### src/rtl/freq_meas_ctrl.sv
`default_nettype none
// ============================================================================
// Module   : freq_meas_ctrl
// Function : DDS frequency meter sequencer - gated rising-crossing counter
//            with saturating count and serial BCD conversion for the display.
// Revision : 1.0 - initial release
// ============================================================================
module freq_meas_ctrl #(
    parameter int         GATE_CYCLES = 100_000_000,
    parameter logic [7:0] THRESH      = 8'd127
) (
    input  logic       clk,
    input  logic       rst,
    input  logic [7:0] wave,
    input  logic       start,
    input  logic       cont,
    output logic       busy,
    output logic       done,
    output logic       over,
    output logic [3:0] thou_count,
    output logic [3:0] hund_count,
    output logic [3:0] ten_count,
    output logic [3:0] one_count
);
    localparam int              c_gw        = $clog2(GATE_CYCLES);
    localparam logic [c_gw-1:0] c_gate_last = c_gw'(GATE_CYCLES - 1);
    localparam logic [13:0]     c_sat       = 14'd10000;
    localparam logic [13:0]     c_max_disp  = 14'd9999;

    localparam logic [1:0] c_st_idle = 2'd0;
    localparam logic [1:0] c_st_gate = 2'd1;
    localparam logic [1:0] c_st_conv = 2'd2;
    localparam logic [1:0] c_st_done = 2'd3;

    logic [1:0]      r_state;
    logic [1:0]      w_state_nxt;
    logic            r_half_d;
    logic [13:0]     r_count;
    logic [c_gw-1:0] r_gate_cnt;
    logic [3:0]      r_conv_cnt;
    logic [29:0]     r_sr;
    logic [15:0]     r_digits;
    logic            r_over;

    logic            w_half;
    logic            w_cross;
    logic            w_sat;
    logic [13:0]     w_cnt_nxt;
    logic [13:0]     w_conv_in;
    logic            w_gate_end;
    logic            w_conv_end;
    logic [29:0]     w_adj;
    logic [29:0]     w_sr_step;

    assign w_half     = (wave > THRESH);
    assign w_cross    = w_half & ~r_half_d;
    assign w_sat      = (r_count >= c_sat);
    assign w_cnt_nxt  = (w_cross && !w_sat) ? r_count + 14'd1 : r_count;
    // The conversion is loaded on the closing gate edge, so it must see the
    // crossing (if any) of that final gate cycle.
    assign w_conv_in  = (w_cnt_nxt >= c_sat) ? c_max_disp : w_cnt_nxt;
    assign w_gate_end = (r_gate_cnt == c_gate_last);
    assign w_conv_end = (r_conv_cnt == 4'd13);

    // One double-dabble step: BCD nibbles live in r_sr[29:14].
    always_comb begin
        w_adj = r_sr;
        for (int i = 0; i < 4; i++) begin
            if (w_adj[14 + 4*i +: 4] >= 4'd5)
                w_adj[14 + 4*i +: 4] = w_adj[14 + 4*i +: 4] + 4'd3;
        end
        w_sr_step = w_adj << 1;
    end

    always_ff @(posedge clk) begin
        if (rst)
            r_state <= c_st_idle;
        else
            r_state <= w_state_nxt;
    end

    always_comb begin
        w_state_nxt = r_state;
        case (r_state)
            c_st_idle: if (start || cont) w_state_nxt = c_st_gate;
            c_st_gate: if (w_gate_end)    w_state_nxt = c_st_conv;
            c_st_conv: if (w_conv_end)    w_state_nxt = c_st_done;
            c_st_done: w_state_nxt = cont ? c_st_gate : c_st_idle;
            default:   w_state_nxt = c_st_idle;
        endcase
    end

    always_ff @(posedge clk) begin
        if (rst) begin
            r_half_d   <= 1'b0;
            r_count    <= '0;
            r_gate_cnt <= '0;
            r_conv_cnt <= '0;
            r_sr       <= '0;
            r_digits   <= '0;
            r_over     <= 1'b0;
        end else begin
            r_half_d <= w_half;
            case (r_state)
                c_st_gate: begin
                    r_count    <= w_cnt_nxt;
                    r_gate_cnt <= r_gate_cnt + c_gw'(1);
                    if (w_gate_end) begin
                        r_sr       <= {16'd0, w_conv_in};
                        r_conv_cnt <= '0;
                    end
                end
                c_st_conv: begin
                    r_sr       <= w_sr_step;
                    r_conv_cnt <= r_conv_cnt + 4'd1;
                    if (w_conv_end) begin
                        r_digits <= w_sr_step[29:14];
                        r_over   <= w_sat;
                    end
                end
                default: begin
                    // IDLE and DONE both prepare a fresh window.
                    r_count    <= '0;
                    r_gate_cnt <= '0;
                end
            endcase
        end
    end

    assign busy       = (r_state != c_st_idle);
    assign done       = (r_state == c_st_done);
    assign over       = r_over;
    assign thou_count = r_digits[15:12];
    assign hund_count = r_digits[11:8];
    assign ten_count  = r_digits[7:4];
    assign one_count  = r_digits[3:0];

endmodule
`default_nettype wire
### config.mk
export PLATFORM = sky130hd
export DESIGN_NAME = freq_meas_ctrl
export DESIGN_NICKNAME = d
export VERILOG_FILES = /design/src/rtl/freq_meas_ctrl.sv
export SDC_FILE = /design/constraint.sdc
export NUM_CORES = 1
export LEC_CHECK = 0
export CELL_PAD_IN_SITES_DETAIL_PLACEMENT = 2
export CELL_PAD_IN_SITES_GLOBAL_PLACEMENT = 2
export CORE_MARGIN = 2
export CORE_UTILIZATION = 36
export DETAILED_ROUTE_END_ITERATION = 8
export GPL_ROUTABILITY_DRIVEN = 0
export PLACE_DENSITY = 0.82
export SLEW_MARGIN = 20
export SYNTH_ARGS = -nofsm -noshare
export SYNTH_HDL_FRONTEND = slang
export SYNTH_SLANG_ARGS = --single-unit
### constraint.sdc
create_clock -name clk -period 3.26 [get_ports clk]
set_clock_uncertainty 0.2 [all_clocks]
set_input_delay 0.652 -clock clk [delete_from_list [all_inputs] [get_ports clk]]
set_output_delay 0.652 -clock clk [all_outputs]
set_load 0.02 [all_outputs]
==> results.py <==
metrics = {
    "logic_synthesis": {
        "synth_edf_count": 0,
        "dominantRegCellSynth": "dfxtp_1",
        "netlist_instances": 626,
        "synth_area_mm2": 0.00507,
        "ys_ff_latch": 95,
        "ys_types": 64,
        "syn-num-nets": 656,
        "synth-seq-area-share": 0.375,
        "async_flop_share": 0,
        "syn-mean-instance-area_um2": 8.10,
        "yosys_warnings": 0,
    },
    "run": {
        "max-cap-violations": 0,
    },
    "sta": {
        "slew_headroom": 0.550,
        "finalCritPeriodShare": 0.946,
        "tightest_slew_ns": 0.669,
        "setup_violations": 0,
        "rsz0062_at_grt": "false",
        "timing.fmax_ghz": 0.324,
        "whs_ns": 0.260,
        "hold_viol_final": 0,
        "fin_crit_ns": 3.08,
        "slew_violations": 0,
    },
    "drt": {
        "dr_total_vias": 4638,
        "drt-vias-per-instance": 5.60,
        "remaining_drc_errors": 0,
        "drt_iter0_drc": 171,
        "wl_per_cell_um": 19.1,
        "wirelength_um": 15800,
        "ant_nets": 0,
        "dr.pass1.iters": 4,
    },
    "floorplanning": {
        "start_util": 0.367,
        "die_area_mm2": 0.0151,
        "core_mm2": 0.0138,
        "die_w_um": 123,
        "die_y_um": 123,
        "io_pins": 31,
        "num_rows": 43,
    },
    "setup_path": {
        "r2r_start": "r_count[4]",
        "ff2ff_path_depth": 8,
        "timing.critical_path.from": "r_count[4]",
        "start_kind": "flop",
        "criticalPathCategory": "reg2reg",
        "crit_top_cell": "buf_4",
        "critPathCaptureType": "flop",
        "r2r_setup_slack_ns": 0.18,
        "arrival_ns": 3.12,
        "crit_slowest_cell": "nor4_1",
        "max_stage_delay_ns": 0.56,
        "worstPathRequired_ns": 3.29,
        "path_max_fanout": 12,
        "cp_cell_sequence": "nor4_1 -> o2111ai_1 -> buf_4 -> a2111oi_0 -> a221oi_2 -> o311ai_4 -> buf_4 -> a31oi_1",
    },
    "grt": {
        "antenna_found_initial": 0,
        "grt_pass1_vias": 5037,
        "grt_max_degree": 33,
        "grt_pass1_wl_um": 26000,
        "grt_overflow": 0,
        "grt_usage": 0.220,
    },
    "layout": {
        "layout.cells.most_common": "dfxtp_1",
        "fin_area_mm2": 0.00588,
        "final_cell_mix": "dfxtp_1, nor2_1, nand2_1",
        "drive_gt1_frac": 0.0741,
        "syn_to_final_growth_pct": 15.9,
        "diodes": 0,
        "nNetsFinal": 673,
    },
    "power": {
        "vdd_drop_max_mv": 0.295,
        "p_leak_nw": 1.98,
        "powerDensity_mw_per_mm2": 616,
    },
    "clocking": {
        "cts_setup_buffers": 0,
        "clk_pin_slew_ns": 0.07,
        "cts_tree": "done",
        "cts_resized": 0,
        "insertion_delay_ns": 0.36,
        "hold_buffers": 0,
        "cts.sinks": 95,
        "h-tree-depth": 3,
        "cts_inserted_buffers": 9,
        "cts_root_buf": "clkbuf_16",
        "cts_buffer_depth": 2,
    },
    "placement": {
        "dp_hpwl_um": 11200,
        "io_buffers": 23,
        "placed_area_mm2": 0.00553,
    },
    "run_status": {
        "status": "finished clean",
    },
    "min_path": {
        "whs_path_depth": 2,
        "hp-start": "r_digits[5]",
        "min_path_type": "reg2reg",
    },
}
where the power goes:
part | internal (W) | switching, W | leakage (nW) | total, W
sequential | 0.00123 | 0.0000545 | 0.767 | 0.00129
clock | 0.000771 | 0.000479 | 0.162 | 0.00125
combinational | 0.000362 | 0.000717 | 1.05 | 0.00108
total | 0.00237 | 0.00125 | 1.98 | 0.00362
layout make-up:
cell class / count / area (µm²)
fill: 1557 / 7950
multi-input combinational: 473 / 2940
sequential: 95 / 1900
timing repair buffer: 45 / 390
clock buffer: 11 / 243
tap: 180 / 225
clock inverter: 5 / 105
inverter: 19 / 71.3
layer usage:
| metal | routed length [µm] | track usage | up-vias |
|---|---|---|---|
| met4 | 242 | 0.0675 | 0 |
| met1 | 6930 | 0.256 | 2332 |
| met5 | 0 | 0 | - |
| met3 | 348 | 0.0460 | 18 |
| li1 | - | - | 2246 |
| met2 | 8290 | 0.401 | 42 |
worst max-delay path: cells and delay by family, from the launching register on:
| family | cells | cell delay, ns |
|---|---|---|
| compound gates | 5 | 1.33 |
| simple gates | 1 | 0.56 |
| buf+inv | 2 | 0.43 |
| flops | 1 | 0.42 |
state kept, by name (all words and copies together), names as in the netlist:
register	cells
r_conv_cnt	4
r_half_d	1
r_count	14
r_digits	16
r_sr	30
over	1
r_gate_cnt	27
r_state	2
final timing paths:
check / end
max: r_sr[6]
min: r_digits[5]
max reg2reg: r_sr[6]
min reg2reg: r_digits[5]
cell usage after synthesis (4+ instances only):
library cell / instances / area (µm²)
dfxtp_1: 95 / 1900
nor2_1: 82 / 308
nand2_1: 65 / 244
a21oi_1: 50 / 250
clkbuf_1: 31 / 116
o21ai_0: 24 / 120
xnor2_1: 22 / 193
inv_1: 19 / 71.3
nor3_1: 19 / 95.1
ha_1: 18 / 225
nand3_1: 18 / 90.1
xor2_1: 18 / 158
a22oi_1: 12 / 90.1
nand2b_1: 11 / 68.8
and3_1: 9 / 56.3
nand4_1: 9 / 56.3
a211oi_1: 8 / 60.1
or3_1: 8 / 50.1
and4_1: 6 / 52.6
nor2b_1: 6 / 37.5
nor4_1: 6 / 37.5
o211ai_1: 6 / 45.0
mux2i_1: 5 / 50.1
nor3b_1: 5 / 37.5
a311o_1: 4 / 40.0
a31oi_1: 4 / 25.0
a32oi_1: 4 / 35.0
o31a_1: 4 / 35.0
metrics by stage:
stage | total power (W) | util | setup slack [ns] | cells | TNS (ns)
floorplan | 0.00199 | - | 0.548 | 626 | 0
global placement | 0.00233 | 0.400 | 0.0239 | 812 | 0
detailed placement | 0.00239 | 0.400 | -0.0677 | 812 | -0.250
CTS | 0.00367 | 0.425 | 0.202 | 828 | 0
global route | 0.00383 | 0.425 | 0.0497 | 828 | 0
finish | 0.00362 | 0.425 | 0.176 | 828 | 0
cells by family (layout without fill, tap and decap cells):
logic type      Yosys count  count (layout)  share of synthesized area
buf+inv                  58              80                     0.0454
flops                    95              95                      0.375
xor+xnor                 40              40                     0.0690
simple gates            263             263                      0.255
mux                       5               5                    0.00986
fa+ha+maj                18              18                     0.0444
compound gates          147             147                      0.202
Note: power is estimated with default switching activity, not from simulation.
